`config.mk`:
```
export PLATFORM = sky130hd
export DESIGN_NAME = tdc_readout_ctrl
export DESIGN_NICKNAME = d
export VERILOG_FILES = /design/src/rtl/tdc_pkg.sv /design/src/rtl/tdc_result_fifo.sv /design/src/rtl/tdc_readout_ctrl.sv
export SDC_FILE = /design/constraint.sdc
export NUM_CORES = 1
export LEC_CHECK = 0
export BUFFER_PORTS_ARGS = -buffer_cell sky130_fd_sc_hd__buf_4
export CORE_MARGIN = 3
export CORE_UTILIZATION = 30
export CTS_BUF_LIST = sky130_fd_sc_hd__clkbuf_8
export DETAILED_ROUTE_END_ITERATION = 8
export PLACE_DENSITY = 0.57
export SLEW_MARGIN = 20
export SYNTH_ARGS = -nofsm -noshare
export SYNTH_HDL_FRONTEND = slang
export SYNTH_HIERARCHICAL = 1
export SYNTH_SLANG_ARGS = --single-unit
```
`constraint.sdc`:
```
create_clock -name clk -period 4.75 [get_ports clk]
set_clock_uncertainty 0.2 [all_clocks]
set_input_delay 0.95 -clock clk [delete_from_list [all_inputs] [get_ports clk]]
set_output_delay 0.95 -clock clk [all_outputs]
set_load 0.03 [all_outputs]
```
`src/rtl/tdc_pkg.sv`:
```
// Shared types and widths for the TDC readout controller.
// A record is {timeout_flag, interval[8:0]}; a stamp is {coarse, fine}.
package tdc_pkg;

  localparam int unsigned COARSE_W = 4;
  localparam int unsigned FINE_W   = 5;
  localparam int unsigned STAMP_W  = 9;
  localparam int unsigned RES_W    = 10;

  typedef enum logic [2:0] {
    StIdle,
    StArm,
    StWaitStart,
    StWaitStop,
    StStore
  } tdc_state_e;

  typedef logic [STAMP_W-1:0] stamp_t;

  function automatic logic [RES_W-1:0] make_record(input logic timeout, input stamp_t interval);
    return {timeout, interval};
  endfunction

endpackage

```
`src/rtl/tdc_result_fifo.sv`:
```
// First-word-fall-through result buffer; DEPTH must be a power of 2 (>= 2).
// A push while full is accepted only when a pop happens in the same cycle.
module tdc_result_fifo #(
  parameter int unsigned DEPTH = 4,
  parameter int unsigned WIDTH = 10
) (
  input  logic             clk,
  input  logic             rst,
  input  logic             push,
  input  logic             pop,
  input  logic [WIDTH-1:0] wdata,
  output logic [WIDTH-1:0] rdata,
  output logic             full,
  output logic             empty
);

  localparam int unsigned AW = $clog2(DEPTH);
  localparam logic [AW:0] PtrOne = 1;

  logic [WIDTH-1:0] mem_q [DEPTH];
  logic [AW:0]      wr_q;
  logic [AW:0]      rd_q;
  logic             do_push;
  logic             do_pop;

  // Pointers carry one extra wrap bit to tell full from empty.
  assign empty   = (wr_q == rd_q);
  assign full    = (wr_q[AW] != rd_q[AW]) && (wr_q[AW-1:0] == rd_q[AW-1:0]);
  assign do_pop  = pop && !empty;
  assign do_push = push && (!full || pop);
  assign rdata   = empty ? '0 : mem_q[rd_q[AW-1:0]];

  always_ff @(posedge clk or posedge rst) begin
    if (rst) begin
      wr_q <= '0;
      rd_q <= '0;
      for (int i = 0; i < DEPTH; i++) begin
        mem_q[i] <= '0;
      end
    end else begin
      if (do_push) begin
        mem_q[wr_q[AW-1:0]] <= wdata;
        wr_q                <= wr_q + PtrOne;
      end
      if (do_pop) begin
        rd_q <= rd_q + PtrOne;
      end
    end
  end

endmodule

```
`src/rtl/tdc_readout_ctrl.sv`:
```
// Start/stop measurement sequencer for a coarse/fine TDC; results are queued
// as {timeout_flag, interval} in a small FWFT FIFO with a sticky overflow flag.
module tdc_readout_ctrl
  import tdc_pkg::*;
#(
  parameter int unsigned TIMEOUT    = 12,
  parameter int unsigned FIFO_DEPTH = 4
) (
  input  logic                clk,
  input  logic                rst,
  input  logic                enable,
  input  logic                start_hit,
  input  logic                stop_hit,
  input  logic [COARSE_W-1:0] out_count,
  input  logic [FINE_W-1:0]   bin_out,
  output logic                tdc_clear,
  output logic                busy,
  output logic [RES_W-1:0]    res_data,
  output logic                res_valid,
  input  logic                res_ready,
  output logic                ovf
);

  localparam logic [COARSE_W-1:0] TimeoutCnt = COARSE_W'(TIMEOUT);

  tdc_state_e          state_q, state_d;
  stamp_t              stamp_s_q, stamp_s_d;
  stamp_t              stamp_now;
  logic [COARSE_W-1:0] timer_q, timer_d;
  logic [RES_W-1:0]    rec_q, rec_d;
  logic                enable_q;
  logic                ovf_q, ovf_d;
  logic                push, pop, full, empty;

  assign stamp_now = {out_count, bin_out};

  always_comb begin
    state_d   = state_q;
    stamp_s_d = stamp_s_q;
    timer_d   = timer_q;
    rec_d     = rec_q;
    push      = 1'b0;
    tdc_clear = 1'b0;
    unique case (state_q)
      StIdle: begin
        if (enable) state_d = StArm;
      end
      StArm: begin
        tdc_clear = 1'b1;
        state_d   = enable ? StWaitStart : StIdle;
      end
      StWaitStart: begin
        // A coincident stop is ignored: only the start is taken.
        if (!enable) begin
          state_d = StIdle;
        end else if (start_hit) begin
          stamp_s_d = stamp_now;
          timer_d   = '0;
          state_d   = StWaitStop;
        end
      end
      StWaitStop: begin
        timer_d = timer_q + 1'b1;
        // Stop is checked before timeout so a stop on the final cycle still counts.
        if (!enable) begin
          state_d = StIdle;
        end else if (stop_hit) begin
          rec_d   = make_record(1'b0, stamp_now - stamp_s_q);
          state_d = StStore;
        end else if (timer_d == TimeoutCnt) begin
          rec_d   = make_record(1'b1, '0);
          state_d = StStore;
        end
      end
      StStore: begin
        push    = 1'b1;
        state_d = enable ? StArm : StIdle;
      end
      default: state_d = StIdle;
    endcase
  end

  assign pop = res_ready && !empty;

  always_comb begin
    ovf_d = ovf_q;
    if (enable && !enable_q) ovf_d = 1'b0;
    if (push && full && !pop) ovf_d = 1'b1;
  end

  always_ff @(posedge clk or posedge rst) begin
    if (rst) begin
      state_q   <= StIdle;
      stamp_s_q <= '0;
      timer_q   <= '0;
      rec_q     <= '0;
      enable_q  <= 1'b0;
      ovf_q     <= 1'b0;
    end else begin
      state_q   <= state_d;
      stamp_s_q <= stamp_s_d;
      timer_q   <= timer_d;
      rec_q     <= rec_d;
      enable_q  <= enable;
      ovf_q     <= ovf_d;
    end
  end

  tdc_result_fifo #(
    .DEPTH(FIFO_DEPTH),
    .WIDTH(RES_W)
  ) u_fifo (
    .clk  (clk),
    .rst  (rst),
    .push (push),
    .pop  (pop),
    .wdata(rec_q),
    .rdata(res_data),
    .full (full),
    .empty(empty)
  );

  assign busy      = (state_q != StIdle);
  assign res_valid = !empty;
  assign ovf       = ovf_q;

endmodule

```
==> results.json <==
{
  "status": "finished clean",
  "power.density_mw_per_mm2": 463,
  "slew_violations": 0,
  "fin_ws_ps": 1220,
  "post_cts_buffers": 0,
  "max_freq_mhz": 283,
  "avgSynthCellArea_um2": 13.3,
  "root_buffer": "clkbuf_8",
  "first_global_vias": 2454,
  "rows": 40,
  "synth-edff-count": 0,
  "numCtsBuffers": 9,
  "dp_hpwl_mm": 4.97,
  "synthXorXnorAreaFrac_pct": 4.51,
  "synth.most_common_cell": "dfrtp_1",
  "ys_top_cells_by_count": "dfrtp_1 (74), mux2_2 (46), inv_1 (16)",
  "period_needed_ps": 3530,
  "ant_nets": 0,
  "grt_use_met1_pct": 14.2,
  "clk_pin_slew_ps": 80,
  "clk_path_buf_depth": 2,
  "wl_per_cell_um": 14.0,
  "cts_tree": "yes",
  "synth_top_family_by_area": "multiplexers",
  "top_usage_layer": "met2",
  "synthSimpleGateAreaFrac_pct": 8.23,
  "layout-drive-gt1-share_pct": 34.6,
  "drt-total-wl_mm": 6.88,
  "die_h_um": 119,
  "synthCells": 285,
  "numPortBuffers": 28,
  "antenna_found_initial": 0,
  "rsz0062_at_grt": "false",
  "finalHoldViolCount": 0,
  "vias_per_cell": 4.59,
  "cap_violations": 0,
  "syn_nets": 316,
  "met3_usage_pct": 2.54,
  "design.core.area_mm2": 0.0122,
  "clk_latency_ps": 340,
  "hold_buffers": 0,
  "drcViolationCount": 0,
  "ys_seq_area_share_pct": 48.7,
  "maxSlewHeadroom_pct": 40.9,
  "io_pins": 29,
  "grt_pass1_wl_mm": 12.2,
  "synth_area_mm2": 0.00380,
  "place_ws_ps": 1300,
  "register_area_mm2": 0.00185,
  "worstSetupPathType": "reg -> out",
  "p_leak_uw": 0.00210,
  "post_cts_resized": 0,
  "setup-violations-final": 0,
  "hold_class": "reg -> reg",
  "yosysUniqueCellTypes": 48,
  "multi_input_comb_area_mm2": 0.00185,
  "arrival_ps": 2380,
  "antenna_cells": 0,
  "tns_ps": 0,
  "chipWidth_um": 119,
  "critPathLaunchType": "flip-flop",
  "yosys.area_share.adder_pct": 5.46,
  "h-tree-depth": 3,
  "synthMuxAreaShare_pct": 20.4,
  "initial_utilization_pct": 31.1,
  "finalNetCount": 351,
  "dieArea_mm2": 0.0141,
  "fillers": 1247,
  "async_reset_ff_share_pct": 100,
  "synthTopCellsByArea": "dfrtp_1 (49%), mux2_2 (14%), mux4_2 (5.9%), ha_1 (4.9%), o2bb2ai_1 (2.3%)",
  "yosysWarnings": 6,
  "vias": 2258,
  "worstPathRequired_ps": 3600,
  "use_met2_pct": 17.2,
  "grt_max_degree": 29,
  "cp-end-kind": "primary output",
  "ys_ff_latch": 74,
  "ir_drop_mv": 0.192,
  "cts.sinks": 74,
  "period_share_pct": 74.4,
  "area_delta_synth_final_pct": 15.6,
  "grt_remaining_overflow": 0,
  "cp_max_fo": 13,
  "netlist.area_leader.share_pct": 48.7,
  "groute.usage.overall_pct": 10.8,
  "synthFlopType": "dfrtp_1",
  "tightest_slew_ps": 884,
  "gp_congestion": 0.763,
  "drt_iter0_drc": 65,
  "synth_area_leader_cell": "dfrtp_1",
  "synth-compound-area-share_pct": 9.97,
  "drt_first_pass_iters": 4
}
-- cells in the final DEF (no fill, tap or decap), types with 3 or more instances in the layout --
master	n
o41ai_4	3
inv_1	17
nand2_1	5
ha_1	15
o2bb2ai_1	10
nand2b_1	4
and2_1	6
xnor2_1	8
nor2_1	5
xor2_1	6
mux4_2	10
o21ai_0	7
a21oi_1	7
buf_4	32
a21o_1	3
nor2b_1	13
clkbuf_8	10
mux2_1	3
dfrtp_1	74
a31oi_1	4
mux2_2	46
-- final cells by class --
class,instances,share of cell area [%]
repair buffers,32,5.47
multi-input cells,187,42.0
well taps,168,4.78
clock inverters,5,1.08
flip-flops and latches,74,42.1
inverters,16,1.37
clock buffers,10,3.13
-- worst max-delay path, cell delays in order (launching register included) --
cell and delay (ps):
dfrtp_1 800, xor2_2 560, nor3_1 130, buf_4 210, nor2b_1 160, buf_4 180
-- where the power goes --
group	internal [uW]	switching [uW]
clock	249	217
sequential	750	151
combinational	309	359
-- path summary, 6_finish.rpt --
path	startpoint	to	slack, ps	cells after the start
worst max-delay path	u_fifo/rd_q[1]	res_data[9]	1220	5
worst max register to register	u_fifo/rd_q[1]	u_fifo/mem_q[7]	1290	7
worst min register to register	stamp_s_q[0]	stamp_s_q[0]	300	2
max in group asynchronous	rst	u_fifo/mem_q[10]	2900	3
worst min-delay path	stamp_s_q[0]	stamp_s_q[0]	300	2
min in group asynchronous	rst	enable_q	480	2
-- registers in the layout, summed over array words and instances, names as in the netlist --
register	cells
u_fifo/rd_q	3
stamp_s_q	9
ovf	1
u_fifo/mem_q	40
enable_q	1
rec_q	10
u_fifo/wr_q	3
state_q	3
timer_q	4
-- layer usage --
metal | part of all wire (%) | wire length (um)
met1 | 48 | 3320
met2 | 47 | 3220
met3 | 3.0 | 208
met4 | 2.0 | 141
met5 | 0 | 0
-- cell families (layout without fill, tap and decap cells) --
group,Yosys count,count (layout)
xor+xnor,17,17
mux,59,59
fa+ha+maj,16,16
buf+inv,24,63
compound gates,44,44
simple gates,51,51
flops,74,74
-- through the flow --
| step | util (%) | std cells | total power (uW) | hold slack (ps) | instance area (um2) |
|---|---|---|---|---|---|
| detailed placement | 34.5 | 477 | 1590 | 281 | 4210 |
| CTS | 36.0 | 492 | 2070 | 299 | 4400 |
| global placement | 34.5 | 477 | 1570 | 268 | 4210 |
| finish | 36.0 | 492 | 2030 | 296 | 4400 |
| floorplan | - | 285 | 1410 | 254 | 3800 |
| global route | 36.0 | 492 | 2200 | 319 | 4400 |
No activity file was read; power rests on OpenSTA's default activity.
